File: config.mk
export PLATFORM = sky130hd
export DESIGN_NAME = alu_op_sequencer
export DESIGN_NICKNAME = d
export VERILOG_FILES = /design/src/rtl/alu_op_sequencer.sv
export SDC_FILE = /design/constraint.sdc
export NUM_CORES = 1
export LEC_CHECK = 0
export BUFFER_PORTS_ARGS = -buffer_cell sky130_fd_sc_hd__buf_2
export CORE_MARGIN = 8
export CORE_UTILIZATION = 40
export DETAILED_ROUTE_END_ITERATION = 8
export GPL_TIMING_DRIVEN = 1
export PLACE_DENSITY = 0.75
export SLEW_MARGIN = 30
export SYNTH_ARGS = -nofsm -noshare
export SYNTH_HDL_FRONTEND = slang
export SYNTH_SLANG_ARGS = --single-unit
File: constraint.sdc
create_clock -name clk -period 1.5 [get_ports clk]
set_input_delay 0.3 -clock clk [delete_from_list [all_inputs] [get_ports clk]]
set_output_delay 0.3 -clock clk [all_outputs]
set_load 0.01 [all_outputs]
File: src/rtl/alu_op_sequencer.sv
// alu_op_sequencer: accepts opcode/operand transactions, drives the result mux select for a settle window, then captures into the accumulator.
module alu_op_sequencer #(
  parameter int WIDTH = 16,
  parameter int SETTLE_CYCLES = 1
) (
  input  logic             clk,
  input  logic             rst,
  input  logic             op_valid,
  output logic             op_ready,
  input  logic [3:0]       opcode,
  input  logic [WIDTH-1:0] operand,
  output logic [11:0]      sel,
  output logic             sub,
  output logic [WIDTH-1:0] alu_a,
  output logic [WIDTH-1:0] alu_b,
  input  logic [WIDTH-1:0] alu_res,
  output logic [WIDTH-1:0] acc,
  output logic             res_valid,
  output logic             err
);
  typedef enum logic [1:0] {IDLE, DRIVE, CAPTURE} state_t;
  state_t state, state_n;
  logic [3:0] cnt, op;
  logic take, legal;
  always_comb begin
    take = op_valid && op_ready;
    legal = opcode < 4'd12;
    state_n = state == IDLE ? (take && legal ? DRIVE : IDLE) :
              state == DRIVE ? (cnt == 4'd0 ? CAPTURE : DRIVE) : IDLE;
    op_ready = state == IDLE;
    // select drops to zero in IDLE so each operation is a fresh transition
    sel = state == IDLE ? 12'd0 : 12'd1 << op;
    sub = sel == 12'h100;
    alu_a = acc;
  end
  always_ff @(posedge clk) begin
    if (rst) begin
      state <= IDLE;
      cnt <= '0;
      op <= '0;
      alu_b <= '0;
      acc <= '0;
      res_valid <= 1'b0;
      err <= 1'b0;
    end else begin
      state <= state_n;
      res_valid <= state == CAPTURE;
      err <= take && !legal;
      if (take && legal) begin
        op <= opcode;
        alu_b <= operand;
        cnt <= 4'(SETTLE_CYCLES - 1);
      end else if (state == DRIVE && cnt != 4'd0) cnt <= cnt - 4'd1;
      if (state == CAPTURE) acc <= op == 4'd11 ? '0 : alu_res;
    end
  end
endmodule

==> results.toml, run 1 <==
[placed_design]
dpl.cell_count = 379
io_buffer_count = 102
dp_worst_setup_slack_ns = 0.02486
finalWeightedCongestion = 0.7588
post-dp-hpwl_um = 4260

[worst_setup_path]
end_kind = "primary output"
required_ns = 1.20
r2r_start = "state[1]$_SDFF_PP0_"
cpMaxStageDelayCell = "or3b_4"
worstPathArrival_ns = 1.40
setup.worst_path.start = "state[0]$_SDFF_PP0_"
path_cells = "nor2_2 > or3b_4 > nor3_4 > buf_2"
slowest_delay_ns = 0.43
worst_setup_path_start_kind = "register"
cp_max_fo = 5
crit_type = "reg2out"

[routing]
drtIter0Drc = 106
firstDrtPassIters = 4
drt-met1-wl_um = 2333
routedWlPerCell_um = 14.52
met2_length_um = 2790
wl_um = 5661
drc_errors = 0
via_per_inst = 5.097
met3_length_um = 497
ant_nets = 0
highest_layer = "met4"
vias = 1988

[run_status]
violations = "setup timing"
outcome = "complete, but fails checks"

[synth]
synth_edf_count = 0
avgSynthCellArea_um2 = 7.899
synth_cell_types = 27
netlist_area_um2 = 1943
ys_warn_count = 0
synth_seq_area_share = 0.4533
ys_seq_elements = 44
synthCells = 246
syn_nets = 287
synthArstFlopShare = 0
ys.flop_type = "dfxtp_1"

[floorplanning]
dieArea_um2 = 7344
coreArea_um2 = 4692
die_y_um = 85.70
die_x_um = 85.70
rows = 25
floorplan.initialDensity = 0.4141
io-pin-count = 103

[clock_network]
clkTransAtPathRegs_ns = 0.08
cts.sinks = 44
cts_buffers = 5
h-tree-depth = 2
clock_path_buffers = 2
cts_hold_buffers = 0
clock_tree.root_cell = "clkbuf_8"
clock_latency_ns = 0.28
cts_tree = "done"

[power]
ir_drop_mv = 0.5217
power_leakage_nw = 1.244
power-per-cell-area_nw_per_um2 = 873.6

[min_path]
hold_start = "alu_res[8]"
hold_class = "in2reg"

[cells_and_area]
final_cells = 390
drive_above_1_share = 0.5119
multi_input_area_um2 = 1035
area_delta_synth_final_pct = 43.27
n_antenna_cell = 0
fill_cells = 433
nNetsFinal = 376
seq_area_um2 = 885.9

[sta]
maxSlewHeadroom = 0.5456
worstMarginPinSlew_ns = 0.6816
clock_skew_ns = 0.002865
slew_viol_final = 0
rsz0062_at_grt = "yes"
layout_setup_ws_ns = -0.1971
timing.final.setup_violations = 19
period_share = 1.131
max_freq_mhz = 589.2
hold_violations = 0
fin_crit_ns = 1.697

[flow_run]
drv_cap = 0

[grt]
grt_pass1_wl_um = 9004
grt_overflow_total = 0
antenna_found_initial = 0
grtUsageTotal = 0.1477
grt_max_degree = 20
grt_pass1_vias = 1913
state kept, by name (all words and copies together) (netlist names):
name and cells:
acc 16, alu_b 16, cnt 4, err 1
op 4, res_valid 1, state 2
layout by cell type, fill, tap and decap left out, types with 2 or more instances in the layout:
master and n:
nor3_1 5, o21ai_2 13, clkbuf_1 2, nand2_1 18, clkbuf_8 6, ha_1 2, dfxtp_1 40, dfxtp_2 4
o21ai_0 2, a21o_1 2, a21oi_2 7, nand2b_1 4, or3b_4 5, a21oi_1 31, nor2_2 4, nor2_1 10
buf_2 102, inv_1 3, nor2b_1 3, o21ai_4 5, buf_4 14, nor3_4 3, nand3_1 35, buf_6 3
nor4b_1 2
per-layer routing:
layer,global-route usage,vias to the layer above
met5,0,-
met4,0.03822,0
met3,0.05635,4
met2,0.2623,68
met1,0.1596,902
li1,-,1014
synthesized netlist by cell type, drive strengths merged (3+ instances only):
| library cell | count | area, um^2 |
|---|---|---|
| nand2b | 4 | 25.02 |
| nand3 | 35 | 175.2 |
| buf | 20 | 142.6 |
| nor2 | 14 | 52.55 |
| or3b | 5 | 43.80 |
| nand2 | 18 | 67.56 |
| clkbuf | 19 | 71.32 |
| o21ai | 20 | 100.1 |
| dfxtp | 44 | 880.8 |
| inv | 3 | 11.26 |
| nor2b | 3 | 18.77 |
| nor3 | 8 | 40.04 |
| a21oi | 38 | 190.2 |
final timing paths:
path                             to  slack (ns)  depth (start not counted)
min reg2reg   alu_b[2]$_SDFFE_PP0P_        0.46                          2
min             acc[8]$_SDFFE_PP0P_        0.26                          3
max                          sel[8]       -0.20                          4
max reg2reg  alu_b[12]$_SDFFE_PP0P_       -0.01                          6
critical path, delay by kind of cell (launching register included):
| family | cells | cell delay (ns) |
|---|---|---|
| buffers and inverters | 1 | 0.16 |
| AND/OR/NAND/NOR | 3 | 0.61 |
| flip-flops | 1 | 0.34 |
cell families (layout without fill, tap and decap cells):
| group | after synthesis | in the layout | synth area share |
|---|---|---|---|
| compound gates | 62 | 62 | 0.1655 |
| fa+ha+maj | 2 | 2 | 0.01288 |
| buf+inv | 42 | 132 | 0.1159 |
| flops | 44 | 44 | 0.4533 |
| simple gates | 96 | 96 | 0.2524 |
area by class of cell:
cell class                 count  share of cell area
multi-input combinational    160              0.3717
inverter                       3            0.004045
clock buffer                   8             0.03236
tap                           54             0.02427
sequential                    44              0.3182
timing repair buffer         121              0.2494
power by group:
group / switching (mW) / internal, mW / total [mW]
combinational: 0.233 / 0.196 / 0.429
sequential: 0.0424 / 1.22 / 1.26
clock: 0.367 / 0.376 / 0.743
timing repair:
action	CTS	global route
resized for setup	15	39
endpoints found under the setup margin	13	36
pin swaps	4	37
buffers inserted	2	0
gates cloned	0	1
per-stage QoR:
| step | utilization | setup TNS, ns | cell area, um^2 | hold slack (ns) | power, mW |
|---|---|---|---|---|---|
| after floorplan | - | 0 | 1989 | 0.4477 | 1.479 |
| after global placement | 0.5283 | 0 | 2479 | 0.4461 | 1.631 |
| after detailed placement | 0.5283 | 0 | 2479 | 0.4558 | 1.638 |
| after CTS | 0.5536 | -1.973 | 2597 | 0.2478 | 2.405 |
| after global routing | 0.5933 | -3.068 | 2784 | 0.2478 | 2.560 |
| final | 0.5933 | -1.783 | 2784 | 0.2588 | 2.432 |
Note: power is estimated with default switching activity, not from simulation.
==> inputs of run 2 (changes only) <==
--- a/config.mk
+++ b/config.mk
@@ -11,6 +11,7 @@
 export DETAILED_ROUTE_END_ITERATION = 8
 export GPL_TIMING_DRIVEN = 1
 export PLACE_DENSITY = 0.75
+export SKIP_LAST_GASP = 1
 export SLEW_MARGIN = 30
 export SYNTH_ARGS = -nofsm -noshare
 export SYNTH_HDL_FRONTEND = slang
==> run 2 against run 1 <==
Compared with the run above:
- the run still ends with setup timing left
- utilization down 1.1 points
- critical path type unchanged
- highest routed layer unchanged
- design area down 1.8%
- combinational power down 3%
==> results.toml, run 2 (synthesis gave the netlist of run 1 again) <==
[clock_network]
clock_latency_ns = 0.28
cts_buffers = 5
cts_hold_buffers = 0
clock_tree.root_cell = "clkbuf_8"
clock_path_buffers = 2
h-tree-depth = 2
cts_tree = "done"
clkTransAtPathRegs_ns = 0.08
cts.sinks = 44

[worst_setup_path]
worstPathArrival_ns = 1.40
end_kind = "primary output"
crit_type = "reg2out"
worst_setup_path_start_kind = "register"
required_ns = 1.20
cp_max_fo = 5

[flow_run]
drv_cap = 0

[power]
clockPowerShare = 0.309
pwr-share-seq = 0.520
p_comb_frac = 0.171
power_leakage_nw = 1.232
power-per-cell-area_nw_per_um2 = 884.4
swShare = 0.2640
p_int_mw = 1.779
ir_drop_mv = 0.5285
switchingPower_uw = 638.4

[floorplanning]
coreArea_um2 = 4692
die_y_um = 85.70
floorplan.initialDensity = 0.4141
io-pin-count = 103
dieArea_um2 = 7344
die_x_um = 85.70
rows = 25

[grt]
grt_max_degree = 20
grt_pass1_vias = 1913
antenna_found_initial = 0
grtUsageTotal = 0.1477
grt_pass1_wl_um = 9004
grt_overflow_total = 0

[sta]
period_share = 1.132
hold_violations = 0
fin_crit_ns = 1.699
max_freq_mhz = 588.7
clock_skew_ns = 0.003350
tns_ns = -1.788
maxSlewHeadroom = 0.2445
slew_viol_final = 0
worstMarginPinSlew_ns = 1.133
timing.final.setup_violations = 16
rsz0062_at_grt = "yes"
layout_setup_ws_ns = -0.1985

[cells_and_area]
area_delta_synth_final_pct = 40.70
seq_area_um2 = 885.9
layout_commonest_cell = "buf_2"
nNetsFinal = 376
n_antenna_cell = 0
post-route-util = 0.5827
reg_top3 = "acc (16), alu_b (16)"
drive_above_1_share = 0.5060
fill_cells = 440
final_cell_mix = "buf_2 (102), dfxtp_1 (40), nand3_1 (35)"
multi_input_area_um2 = 999.7

[routing]
routedWlPerCell_um = 14.57
via_per_inst = 5.103
firstDrtPassIters = 4
vias = 1990
drtIter0Drc = 106
wl_um = 5681
ant_nets = 0
drc_errors = 0

[min_path]
hold_class = "in2reg"

[run_status]
violations = "setup timing"
outcome = "complete, but fails checks"

[placed_design]
io_buffer_count = 102
post-dp-hpwl_um = 4260
finalWeightedCongestion = 0.7588
==> run 2: changes by cell type in the layout (fill, tap and decap cells not counted) <==
| cell | previous run | this run |
|---|---|---|
| a21oi_1 | 31 | 32 |
| a21oi_2 | 7 | 6 |
| and2_1 | 0 | 1 |
| and2_2 | 1 | 0 |
| buf_12 | 1 | 0 |
| buf_8 | 0 | 2 |
| clkbuf_16 | 1 | 0 |
| o21ai_2 | 13 | 17 |
| o21ai_4 | 5 | 1 |
==> run 2: power by group through the flow <==
stage	Clock (mW)	Combinational [mW]	Sequential, mW
after floorplan	0	0.194	1.29
after global placement	0	0.355	1.28
after detailed placement	0	0.359	1.28
after CTS	0.781	0.367	1.25
after global routing	0.824	0.453	1.27
final	0.746	0.414	1.26
==> run 2: final timing paths <==
path	startpoint	end	slack, ns	cells after the start
max reg2reg	state[1]$_SDFF_PP0_	alu_b[11]$_SDFFE_PP0P_	-0.01	6
min	alu_res[8]	acc[8]$_SDFFE_PP0P_	0.26	3
max	state[0]$_SDFF_PP0_	sel[8]	-0.20	4
min reg2reg	alu_b[2]$_SDFFE_PP0P_	alu_b[2]$_SDFFE_PP0P_	0.46	2
==> run 2: layout make-up <==
type	instances	share of cell area
Clock buffer	8	0.03295
Inverter	3	0.004119
Multi-Input combinational cell	160	0.3657
Sequential cell	44	0.3240
Tap cell	54	0.02471
Timing Repair Buffer	121	0.2485
==> run 2: what timing repair did <==
| action | in CTS | in global routing |
|---|---|---|
| gates resized for setup | 5 | 46 |
| setup buffers | 2 | 0 |
| endpoints found under the setup margin | 13 | 37 |
| cloned | 0 | 1 |
| pin swaps | 3 | 36 |
==> run 2: critical path, cell delays in order, from the launching register on <==
cell	delay, ns
dfxtp_2	0.34
nor2_2	0.05
or3b_4	0.43
nor3_4	0.13
buf_2	0.16
==> run 2: metal layers <==
| layer | global-route usage | part of all wire |
|---|---|---|
| met2 | 0.2623 | 0.49 |
| met5 | 0 | 0 |
| met3 | 0.05635 | 0.087 |
| met1 | 0.1596 | 0.41 |
| met4 | 0.03822 | 0.0069 |
==> run 2: stage by stage <==
| stage | area [um^2] | hold WS (ns) | total power, mW | worst slack (ns) | std cells |
|---|---|---|---|---|---|
| floorplan | 1989 | 0.4477 | 1.479 | 0.001087 | 246 |
| finish | 2734 | 0.2583 | 2.418 | -0.1985 | 390 |
| global placement | 2479 | 0.4461 | 1.631 | 0.06619 | 379 |
| global route | 2734 | 0.2478 | 2.543 | -0.2309 | 390 |
| CTS | 2591 | 0.2478 | 2.399 | -0.2276 | 389 |
| detailed placement | 2479 | 0.4558 | 1.638 | 0.02486 | 379 |
==> inputs of run 3 (changes only) <==
--- a/config.mk
+++ b/config.mk
@@ -10,7 +10,9 @@
 export CORE_UTILIZATION = 40
 export DETAILED_ROUTE_END_ITERATION = 8
 export GPL_TIMING_DRIVEN = 1
+export MAX_ROUTING_LAYER = met4
 export PLACE_DENSITY = 0.75
+export RECOVER_POWER = 100
 export SKIP_LAST_GASP = 1
 export SLEW_MARGIN = 30
 export SYNTH_ARGS = -nofsm -noshare
==> run 3 against run 2 <==
Compared with the run above:
- flip-flop and latch count unchanged
- power down 0.64%
- count of clock-buffer cells in the layout unchanged
- via count up 0.55%
- the run still ends with setup timing left
- critical endpoint unchanged
==> results.toml, run 3 (synthesis gave the netlist of run 1 again) <==
[cells_and_area]
area_delta_synth_final_pct = 36.51
nNetsFinal = 376
fill_cells = 470
drive_above_1_share = 0.3512
layout_commonest_cell = "clkbuf_1"
design_area_um2 = 2653
n_antenna_cell = 0
reg_top3 = "acc (16), alu_b (16)"
final_cells = 390
final_cell_mix = "clkbuf_1 (53), buf_2 (52), dfxtp_1 (40)"

[min_path]
hold_start = "alu_res[8]"
hold_depth = 3
hold_class = "in2reg"

[worst_setup_path]
required_ns = 1.20
cp_num_buf_inv = 1
worstPathArrival_ns = 1.39
cp_max_fo = 5
crit_type = "reg2out"
timing.rr.end = "alu_b[11]$_SDFFE_PP0P_"
crit_path_end = "sel[8]"
worst_setup_path_start_kind = "register"
crit_cells = 4
r2r_cells = 6
setup.worst_path.start = "state[0]$_SDFF_PP0_"
r2r_start = "state[1]$_SDFF_PP0_"
path_cells = "nor2_2 > or3b_4 > nor3_4 > buf_2"
reg2reg_slack_ns = -0.01
cpMaxStageDelayCell = "or3b_4"
end_kind = "primary output"
slowest_delay_ns = 0.43
crit_family = "simple AND/OR/NAND/NOR gates"

[placed_design]
finalWeightedCongestion = 0.7687
dpl_cell_area_um2 = 2479
post-dp-hpwl_um = 4260
dp_worst_setup_slack_ns = 0.02486
dpl.cell_count = 379
io_buffer_count = 102

[grt]
antenna_found_initial = 0
grt_pass1_vias = 1914
grt_overflow_total = 0
grtUsageTotal = 0.1523
grt_pass1_wl_um = 9011
grt_max_degree = 20

[floorplanning]
die_x_um = 85.70
rows = 25
io-pin-count = 103
dieArea_um2 = 7344
coreArea_um2 = 4692
die_y_um = 85.70
floorplan.initialDensity = 0.4141

[routing]
drtIter0Drc = 130
via_per_inst = 5.131
ant_nets = 0
drc_errors = 0
firstDrtPassIters = 4
routedWlPerCell_um = 14.75
vias = 2001
wl_um = 5752

[run_status]
violations = "setup timing"
outcome = "complete, but fails checks"

[clock_network]
h-tree-depth = 2
cts_tree = "done"
cts_buffers = 5
clock_tree.root_cell = "clkbuf_8"
clock_path_buffers = 2
cts.sinks = 44
clock_latency_ns = 0.29
clkTransAtPathRegs_ns = 0.08

[sta]
hold_violations = 0
rsz0062_at_grt = "yes"
fin_crit_ns = 1.694
maxSlewHeadroom = 0.2513
slew_viol_final = 0
layout_setup_ws_ns = -0.1945
worstMarginPinSlew_ns = 1.123
tns_ns = -1.779
period_share = 1.130
timing.final.setup_violations = 15
max_freq_mhz = 590.2
clock_skew_ns = 0.004527

[power]
power_leakage_nw = 1.016
ir_drop_mv = 0.5276
power-per-cell-area_nw_per_um2 = 905.7
power.total_mw = 2.402

[flow_run]
drv_cap = 0
-- run 3: changes by cell type in the layout (fill, tap and decap cells not counted) --
cell	change
clkbuf_1	+51
buf_2	-50
or3b_1	+1
buf_8	-1
or3b_4	-1
clkbuf_2	+2
buf_4	-2
-- run 3: timing repair --
action | CTS | global route
gates resized for setup | 5 | 46
gates cloned | 0 | 1
pin swaps | 3 | 36
hold buffers | 0 | 0
setup buffers | 2 | 0
setup endpoints to repair | 13 | 37
-- run 3: cell type report --
class,instances,area (um^2),area share
well taps,54,67.56,0.02547
clock buffers,8,90.09,0.03396
flip-flops and latches,44,885.9,0.3340
repair buffers,121,600.6,0.2264
multi-input cells,160,997.2,0.3759
inverters,3,11.26,0.004245
-- run 3: worst min path at each step --
stage / end / slack, ns
final: acc[8]$_SDFFE_PP0P_ / 0.26
after global routing: acc[8]$_SDFFE_PP0P_ / 0.24
after CTS: alu_b[5]$_SDFFE_PP0P_ / 0.25
after detailed placement: acc[3]$_SDFFE_PP0P_ / 0.46
after global placement: acc[8]$_SDFFE_PP0P_ / 0.45
after floorplan: alu_b[0]$_SDFFE_PP0P_ / 0.45
-- run 3: routing by layer --
metal / routed length, um / vias to the layer above / global-route usage
met5: 0 / - / -
met4: 39 / 0 / 0.03344
met3: 471 / 4 / 0.05540
met2: 2854 / 62 / 0.2623
met1: 2386 / 925 / 0.1636
li1: - / 1010 / -
-- run 3: where the power goes --
part           internal [mW]  switching [mW]
clock                  0.376           0.372
sequential              1.22          0.0414
combinational          0.167           0.228
total                   1.76           0.641
-- run 3: stage by stage --
stage	util	hold WS (ns)
after floorplan	-	0.4477
after CTS	0.5523	0.2478
final	0.5653	0.2576
after global routing	0.5653	0.2443
after detailed placement	0.5283	0.4558
after global placement	0.5283	0.4461
-- run 3: worst reg2reg max path: cells and delay by family, from the launching register on --
kind	cells	cell delay [ns]
DFF	1	0.33
and+or+nand+nor	1	0.43
buffers and inverters	3	0.43
AOI/OAI and AO/OA	2	0.21
